$ cat src/rtl/mk_design_param_fifo_if.sv
// Method-port bundle for mk_design_param_fifo.
// Signal names keep the bit-level EN_*/RDY_*/method__arg style so existing harnesses map
// one-to-one onto the interface members.
//   master: producer/checker side (drives EN_* and arguments, observes RDY_* and values)
//   slave : the FIFO block itself
// W, DEPTH and CW must match the parameters of the mk_design_param_fifo that receives this
// interface.
interface mk_design_param_fifo_if #(
  parameter int unsigned W     = 7,
  parameter int unsigned DEPTH = 4,
  parameter int unsigned CW    = 8
) ();
  localparam int unsigned CntW = $clog2(DEPTH + 1);

  logic [W-1:0]    start__sta;
  logic [W-1:0]    start__stb;
  logic            EN_start;
  logic            RDY_start;
  logic [W-1:0]    result__stc;
  logic [W-1:0]    result;
  logic            RDY_result;
  logic [W-1:0]    check__std;
  logic            EN_check;
  logic [W-1:0]    check;
  logic            RDY_check;
  logic [CntW-1:0] count;
  logic [CW-1:0]   mismatch_cnt;

  modport master (
    output start__sta, start__stb, EN_start, result__stc, check__std, EN_check,
    input  RDY_start, result, RDY_result, check, RDY_check, count, mismatch_cnt
  );

  modport slave (
    input  start__sta, start__stb, EN_start, result__stc, check__std, EN_check,
    output RDY_start, result, RDY_result, check, RDY_check, count, mismatch_cnt
  );
endinterface

$ cat src/rtl/mk_design_param_fifo.sv
// Parametrised operand-combining FIFO.
// start  : enqueue (sta op stb) mod 2^W, op = + (MODE 0) or - (MODE 1)
// result : head + stc mod 2^W, 0 when empty (value method)
// check  : head ^ std, 0 when empty; EN_check pops the head and counts nonzero results
//          in a saturating mismatch counter (action-value method)
// Ports:
//   CLK - rising-edge clock
//   RST - asynchronous active-high reset; clears occupancy, pointers and mismatch count
//   bus - mk_design_param_fifo_if slave modport carrying all method signals
// All RDY_* outputs depend on registered state only; stc/std feed result/check
// combinationally.
module mk_design_param_fifo #(
  parameter int unsigned W     = 7,
  parameter int unsigned DEPTH = 4,
  parameter int unsigned MODE  = 0,
  parameter int unsigned CW    = 8
) (
  input logic                   CLK,
  input logic                   RST,
  mk_design_param_fifo_if.slave bus
);
  localparam int unsigned CntW = $clog2(DEPTH + 1);
  localparam int unsigned PtrW = (DEPTH > 1) ? $clog2(DEPTH) : 1;

  logic [W-1:0]    mem_q [DEPTH];
  logic [PtrW-1:0] wr_ptr_q, wr_ptr_d;
  logic [PtrW-1:0] rd_ptr_q, rd_ptr_d;
  logic [CntW-1:0] count_q, count_d;
  logic [CW-1:0]   mm_q, mm_d;

  logic            not_full, not_empty;
  logic            push, pop;
  logic [W-1:0]    head;
  logic [W-1:0]    entry;
  logic [W-1:0]    check_val;

  assign not_full  = (count_q < CntW'(DEPTH));
  assign not_empty = (count_q != '0);

  // Accepts are gated by registered RDY, so a full FIFO cannot absorb a push even when a
  // pop happens on the same edge.
  assign push = bus.EN_start & not_full;
  assign pop  = bus.EN_check & not_empty;

  assign head  = mem_q[rd_ptr_q];
  assign entry = (MODE == 0) ? (bus.start__sta + bus.start__stb)
                             : (bus.start__sta - bus.start__stb);
  assign check_val = not_empty ? (head ^ bus.check__std) : '0;

  assign bus.RDY_start    = not_full;
  assign bus.RDY_result   = not_empty;
  assign bus.RDY_check    = not_empty;
  assign bus.result       = not_empty ? (head + bus.result__stc) : '0;
  assign bus.check        = check_val;
  assign bus.count        = count_q;
  assign bus.mismatch_cnt = mm_q;

  always_comb begin
    wr_ptr_d = wr_ptr_q;
    rd_ptr_d = rd_ptr_q;
    count_d  = count_q;
    mm_d     = mm_q;

    // Pointers wrap explicitly so DEPTH need not be a power of two.
    if (push) begin
      wr_ptr_d = (wr_ptr_q == PtrW'(DEPTH - 1)) ? '0 : wr_ptr_q + PtrW'(1);
    end
    if (pop) begin
      rd_ptr_d = (rd_ptr_q == PtrW'(DEPTH - 1)) ? '0 : rd_ptr_q + PtrW'(1);
    end

    unique case ({push, pop})
      2'b10:   count_d = count_q + CntW'(1);
      2'b01:   count_d = count_q - CntW'(1);
      default: count_d = count_q;
    endcase

    if (pop && (check_val != '0) && (mm_q != {CW{1'b1}})) begin
      mm_d = mm_q + CW'(1);
    end
  end

  always_ff @(posedge CLK or posedge RST) begin
    if (RST) begin
      wr_ptr_q <= '0;
      rd_ptr_q <= '0;
      count_q  <= '0;
      mm_q     <= '0;
    end else begin
      wr_ptr_q <= wr_ptr_d;
      rd_ptr_q <= rd_ptr_d;
      count_q  <= count_d;
      mm_q     <= mm_d;
    end
  end

  // Storage needs no reset: contents are only visible while count is nonzero.
  always_ff @(posedge CLK) begin
    if (push) begin
      mem_q[wr_ptr_q] <= entry;
    end
  end
endmodule
$ cat src/flat_wrapper.sv
// flat-port wrapper written by rule: the top's interface ports become plain ports
module mk_design_param_fifo_flat 
#(
  parameter int unsigned W     = 7,
  parameter int unsigned DEPTH = 4,
  parameter int unsigned MODE  = 0,
  parameter int unsigned CW    = 8
)
  (CLK, RST, bus_start__sta, bus_start__stb, bus_EN_start, bus_result__stc, bus_check__std, bus_EN_check, bus_RDY_start, bus_result, bus_RDY_result, bus_check, bus_RDY_check, bus_count, bus_mismatch_cnt);
  mk_design_param_fifo_if #(.W(W), .DEPTH(DEPTH), .CW(CW)) bus_i ();
  input logic CLK;
  input logic RST;
  input wire logic [$bits(bus_i.start__sta)-1:0] bus_start__sta;
  input wire logic [$bits(bus_i.start__stb)-1:0] bus_start__stb;
  input wire logic [$bits(bus_i.EN_start)-1:0] bus_EN_start;
  input wire logic [$bits(bus_i.result__stc)-1:0] bus_result__stc;
  input wire logic [$bits(bus_i.check__std)-1:0] bus_check__std;
  input wire logic [$bits(bus_i.EN_check)-1:0] bus_EN_check;
  output wire logic [$bits(bus_i.RDY_start)-1:0] bus_RDY_start;
  output wire logic [$bits(bus_i.result)-1:0] bus_result;
  output wire logic [$bits(bus_i.RDY_result)-1:0] bus_RDY_result;
  output wire logic [$bits(bus_i.check)-1:0] bus_check;
  output wire logic [$bits(bus_i.RDY_check)-1:0] bus_RDY_check;
  output wire logic [$bits(bus_i.count)-1:0] bus_count;
  output wire logic [$bits(bus_i.mismatch_cnt)-1:0] bus_mismatch_cnt;
  assign bus_i.start__sta = bus_start__sta;
  assign bus_i.start__stb = bus_start__stb;
  assign bus_i.EN_start = bus_EN_start;
  assign bus_i.result__stc = bus_result__stc;
  assign bus_i.check__std = bus_check__std;
  assign bus_i.EN_check = bus_EN_check;
  assign bus_RDY_start = bus_i.RDY_start;
  assign bus_result = bus_i.result;
  assign bus_RDY_result = bus_i.RDY_result;
  assign bus_check = bus_i.check;
  assign bus_RDY_check = bus_i.RDY_check;
  assign bus_count = bus_i.count;
  assign bus_mismatch_cnt = bus_i.mismatch_cnt;
  mk_design_param_fifo #(.W(W), .DEPTH(DEPTH), .MODE(MODE), .CW(CW)) u_core (.CLK(CLK), .RST(RST), .bus(bus_i));
endmodule
$ cat config.mk
export PLATFORM = sky130hd
export DESIGN_NAME = mk_design_param_fifo_flat
export DESIGN_NICKNAME = d
export VERILOG_FILES = /design/src/rtl/mk_design_param_fifo_if.sv /design/src/rtl/mk_design_param_fifo.sv /design/src/flat_wrapper.sv
export SDC_FILE = /design/constraint.sdc
export NUM_CORES = 1
export LEC_CHECK = 0
export ABC_AREA = 1
export CORE_MARGIN = 3
export CORE_UTILIZATION = 53
export CTS_BUF_LIST = sky130_fd_sc_hd__clkbuf_2
export CTS_CLUSTER_DIAMETER = 200
export DETAILED_ROUTE_END_ITERATION = 6
export GPL_TIMING_DRIVEN = 0
export PLACE_DENSITY = 0.83
export SLEW_MARGIN = 20
export SYNTH_ARGS = -nofsm -noshare
export SYNTH_HDL_FRONTEND = slang
export SYNTH_SLANG_ARGS = --single-unit
export TNS_END_PERCENT = 30
$ cat constraint.sdc
create_clock -name CLK -period 3 [get_ports CLK]
set_input_delay 0.6 -clock CLK [delete_from_list [all_inputs] [get_ports CLK]]
set_output_delay 0.6 -clock CLK [all_outputs]
set_load 0.01 [all_outputs]
==> run metrics <==
via density per instance=5.078; fin nets=436; fraction of layout cells with a size suffix above 1=25.59%; Max Slew Vio Count=0; largest net degree at the start of global routing=16; Max IR drop VDD=0.4632 mV; worst hold path type=in2async; CTS tree=built; Synth area leaders=edfxtp_1 30%, dfrtp_1 14%, ha_1 8.6%, nand2_1 7.4%, inv_1 6.0%; Wirelength per Cell=13.85 µm; initial antenna violation count=0; setup slack at placement=-388.2 ps; share of the synthesized area in the top cell type=30.30%; Hold Vio Cnt, Final=0; HPWL Detailed=4477 µm; clock-pin transition on the worst setup and hold timing paths=220 ps; grt ovf=0; first-pass GRT wire length=9811 µm; Total GRT Usage=20.18%; Setup CP Type=reg2out; antenna cells=0; setup ws final=-290.7 ps; final WL=6233 µm; Final Critical Period=3291 ps; synth cell count leaders=55 x nand2_1, 44 x inv_1, 28 x edfxtp_1; synthesized netlist net count=353; Post-synth EDFFs=28; yosys warns=0; TritonRoute pass-1 iters=4; Crit Reg-Reg Startpoint=u_core.bus.count[1]$_DFFE_PP0P_; vias in the first global route=2186; CTS Hold Bufs=0; Layout area overhead=33.41%; top_reg_cell synth=edfxtp_1; CTS H-tree lvls=2; R2R cell count=12; I/O Buffers=59; total power divided by cell area=956.4 nW/µm²; Post-synth ARST share=34.88%; Synth cell types=28; Routed Antenna Nets=0; most area-hungry cell type in the Yosys netlist=edfxtp_1; Setup crit start kind=flop; mapped cell area=2775 µm²; Final Wtd Congestion=0.7654; Clock Tree Root=clkbuf_2; fmax=303.9 MHz; die height=78.36 µm; Crit. End Element=primary output; clock sinks=43; unrepaired setup endpoints after global routing=true; failing checks=negative setup slack; die area=6140 µm²; Core ar.=4880 µm²; final setup fails=4; clock buffer depth=2; leakage=1.735 nW; Relative slew margins=57.07%; status=finished with violations; DR iter-0 viols=104; Worst Max-Slew Pin Slew=641.5 ps; Critical Path RT=2400 ps; CTS buffer count=5; Finished Core Util=75.87%; Max Fanout on Critical Path=5; count leader, synth=nand2_1; boundary pin count=60; worst r2r dst=u_core.bus.count[2]$_DFFE_PP0P_; WP data arrival=2690 ps; Mapped Cells=299; vias after detailed routing=2285; max_cap viols=0; starting density of the core=56.87%; Synth Area per Inst=9.281 µm²; sequential element share of the synthesized area=43.82%; flops & latches, synth=43; Filler Cells Inserted=339; Clock Latency Late Sink=410 ps; die width=78.36 µm; # DRC=0; flop-to-flop setup slack=340 ps; Final period util=109.7%; row cnt=25; Fin Clk Skew=22.05 ps
==> layout make-up <==
type                    instances  area, µm²  area share [%]
multi-input cells             203       1409           38.05
flip-flops and latches         43       1216           32.85
repair buffers                 76      698.2           18.86
inverters                      46      182.7           4.934
well taps                      67      83.83           2.264
plain buffers                   7      72.57           1.960
clock buffers                   5      25.02          0.6759
clock inverters                 3      15.01          0.4055
==> layout by cell type, fill, tap and decap left out, types with 2 or more instances in the layout <==
master,n
buf_8,2
buf_4,17
edfxtp_1,28
clkbuf_2,6
buf_2,6
o21ai_1,2
nand3_1,16
nor2_1,18
nand3_4,2
clkinv_2,3
nor2_2,3
inv_1,40
ha_4,3
dfrtp_1,15
buf_6,4
inv_2,4
xor2_1,10
nand3_2,16
a21oi_2,4
nand2_4,3
a21oi_1,12
fa_1,2
nand2_1,50
nand4_1,9
ha_1,16
clkdlybuf4s50_1,52
nand2_2,20
xnor2_1,5
o21ai_0,7
==> metrics by stage <==
stage	instances	TNS, ps	hold WS [ps]	power (W)	area (µm²)
2_1_floorplan	299	0	501.5	0.002205	2775
3_3_place_gp	425	-821.6	492.0	0.002926	3450
3_5_place_dp	425	-936.7	495.4	0.003002	3450
4_1_cts	442	-549.4	509.2	0.003349	3598
5_1_grt	450	-1639	550.5	0.003841	3702
6_report	450	-752.0	502.0	0.003541	3702
==> what timing repair did <==
item,CTS,global route
setup buffers,9,8
resized for setup,40,14
endpoints found under the setup margin,7,8
pin swaps,9,17
==> routing by layer <==
metal | GRT usage (%) | routed length, µm | vias to the layer above
li1 | - | - | 1143
met1 | 24.68 | 2712 | 1064
met2 | 35.27 | 3124 | 66
met3 | 4.014 | 287 | 12
met4 | 7.343 | 108 | 0
met5 | 0 | 0 | -
==> worst max-delay path by stage <==
stage                                   startpoint            end  slack [ps]  cells past startpoint
global route        u_core.rd_ptr_q[0]$_DFFE_PP0P_  bus_result[5]        -450                     17
floorplan           u_core.rd_ptr_q[0]$_DFFE_PP0P_  bus_result[6]         350                     17
global placement                bus_result__stc[0]  bus_result[6]        -340                     12
detailed placement              bus_result__stc[0]  bus_result[6]        -390                     12
finish              u_core.rd_ptr_q[0]$_DFFE_PP0P_  bus_result[5]        -290                     17
CTS                 u_core.rd_ptr_q[0]$_DFFE_PP0P_  bus_result[6]        -240                     18
==> critical path: stages, from the launching register on <==
cell and delay [ps]:
dfrtp_1 410, buf_6 140, inv_6 30, buf_8 120, buf_6 110, nand2_2 50, nand3_2 70, nand2_2 90
inv_2 50, ha_4 250, a21oi_2 140, nand2_1 80, nand2_1 90, nand2_1 80, a21oi_2 180, xor2_1 190
nor2_1 60, buf_2 140
==> power by group <==
group	leakage, nW	total [W]	internal, W	switching [W]
logic	1.26	0.00242	0.00113	0.00129
clock network	0.0325	0.000238	0.0000536	0.000185
registers	0.442	0.000879	0.000788	0.0000906
==> state kept, by name (all words and copies together), names as in the netlist <==
signal	cells
u_core.mem_q	28
u_core.bus.mismatch_cnt	8
u_core.bus.count	3
u_core.rd_ptr_q	2
u_core.wr_ptr_q	2
==> logic make-up (layout without fill, tap and decap cells) <==
family                     after synthesis  in the layout  synth area share [%]
and+or+nand+nor                        140            140                 27.10
xor gates and xnor gates                15             15                 4.734
DFF                                     43             43                 43.82
buffers and inverters                   53            137                 8.837
AOI/OAI and AO/OA                       26             26                 4.779
adders and majority gates               22             22                 10.73
Power figures use the tool's default switching activity.
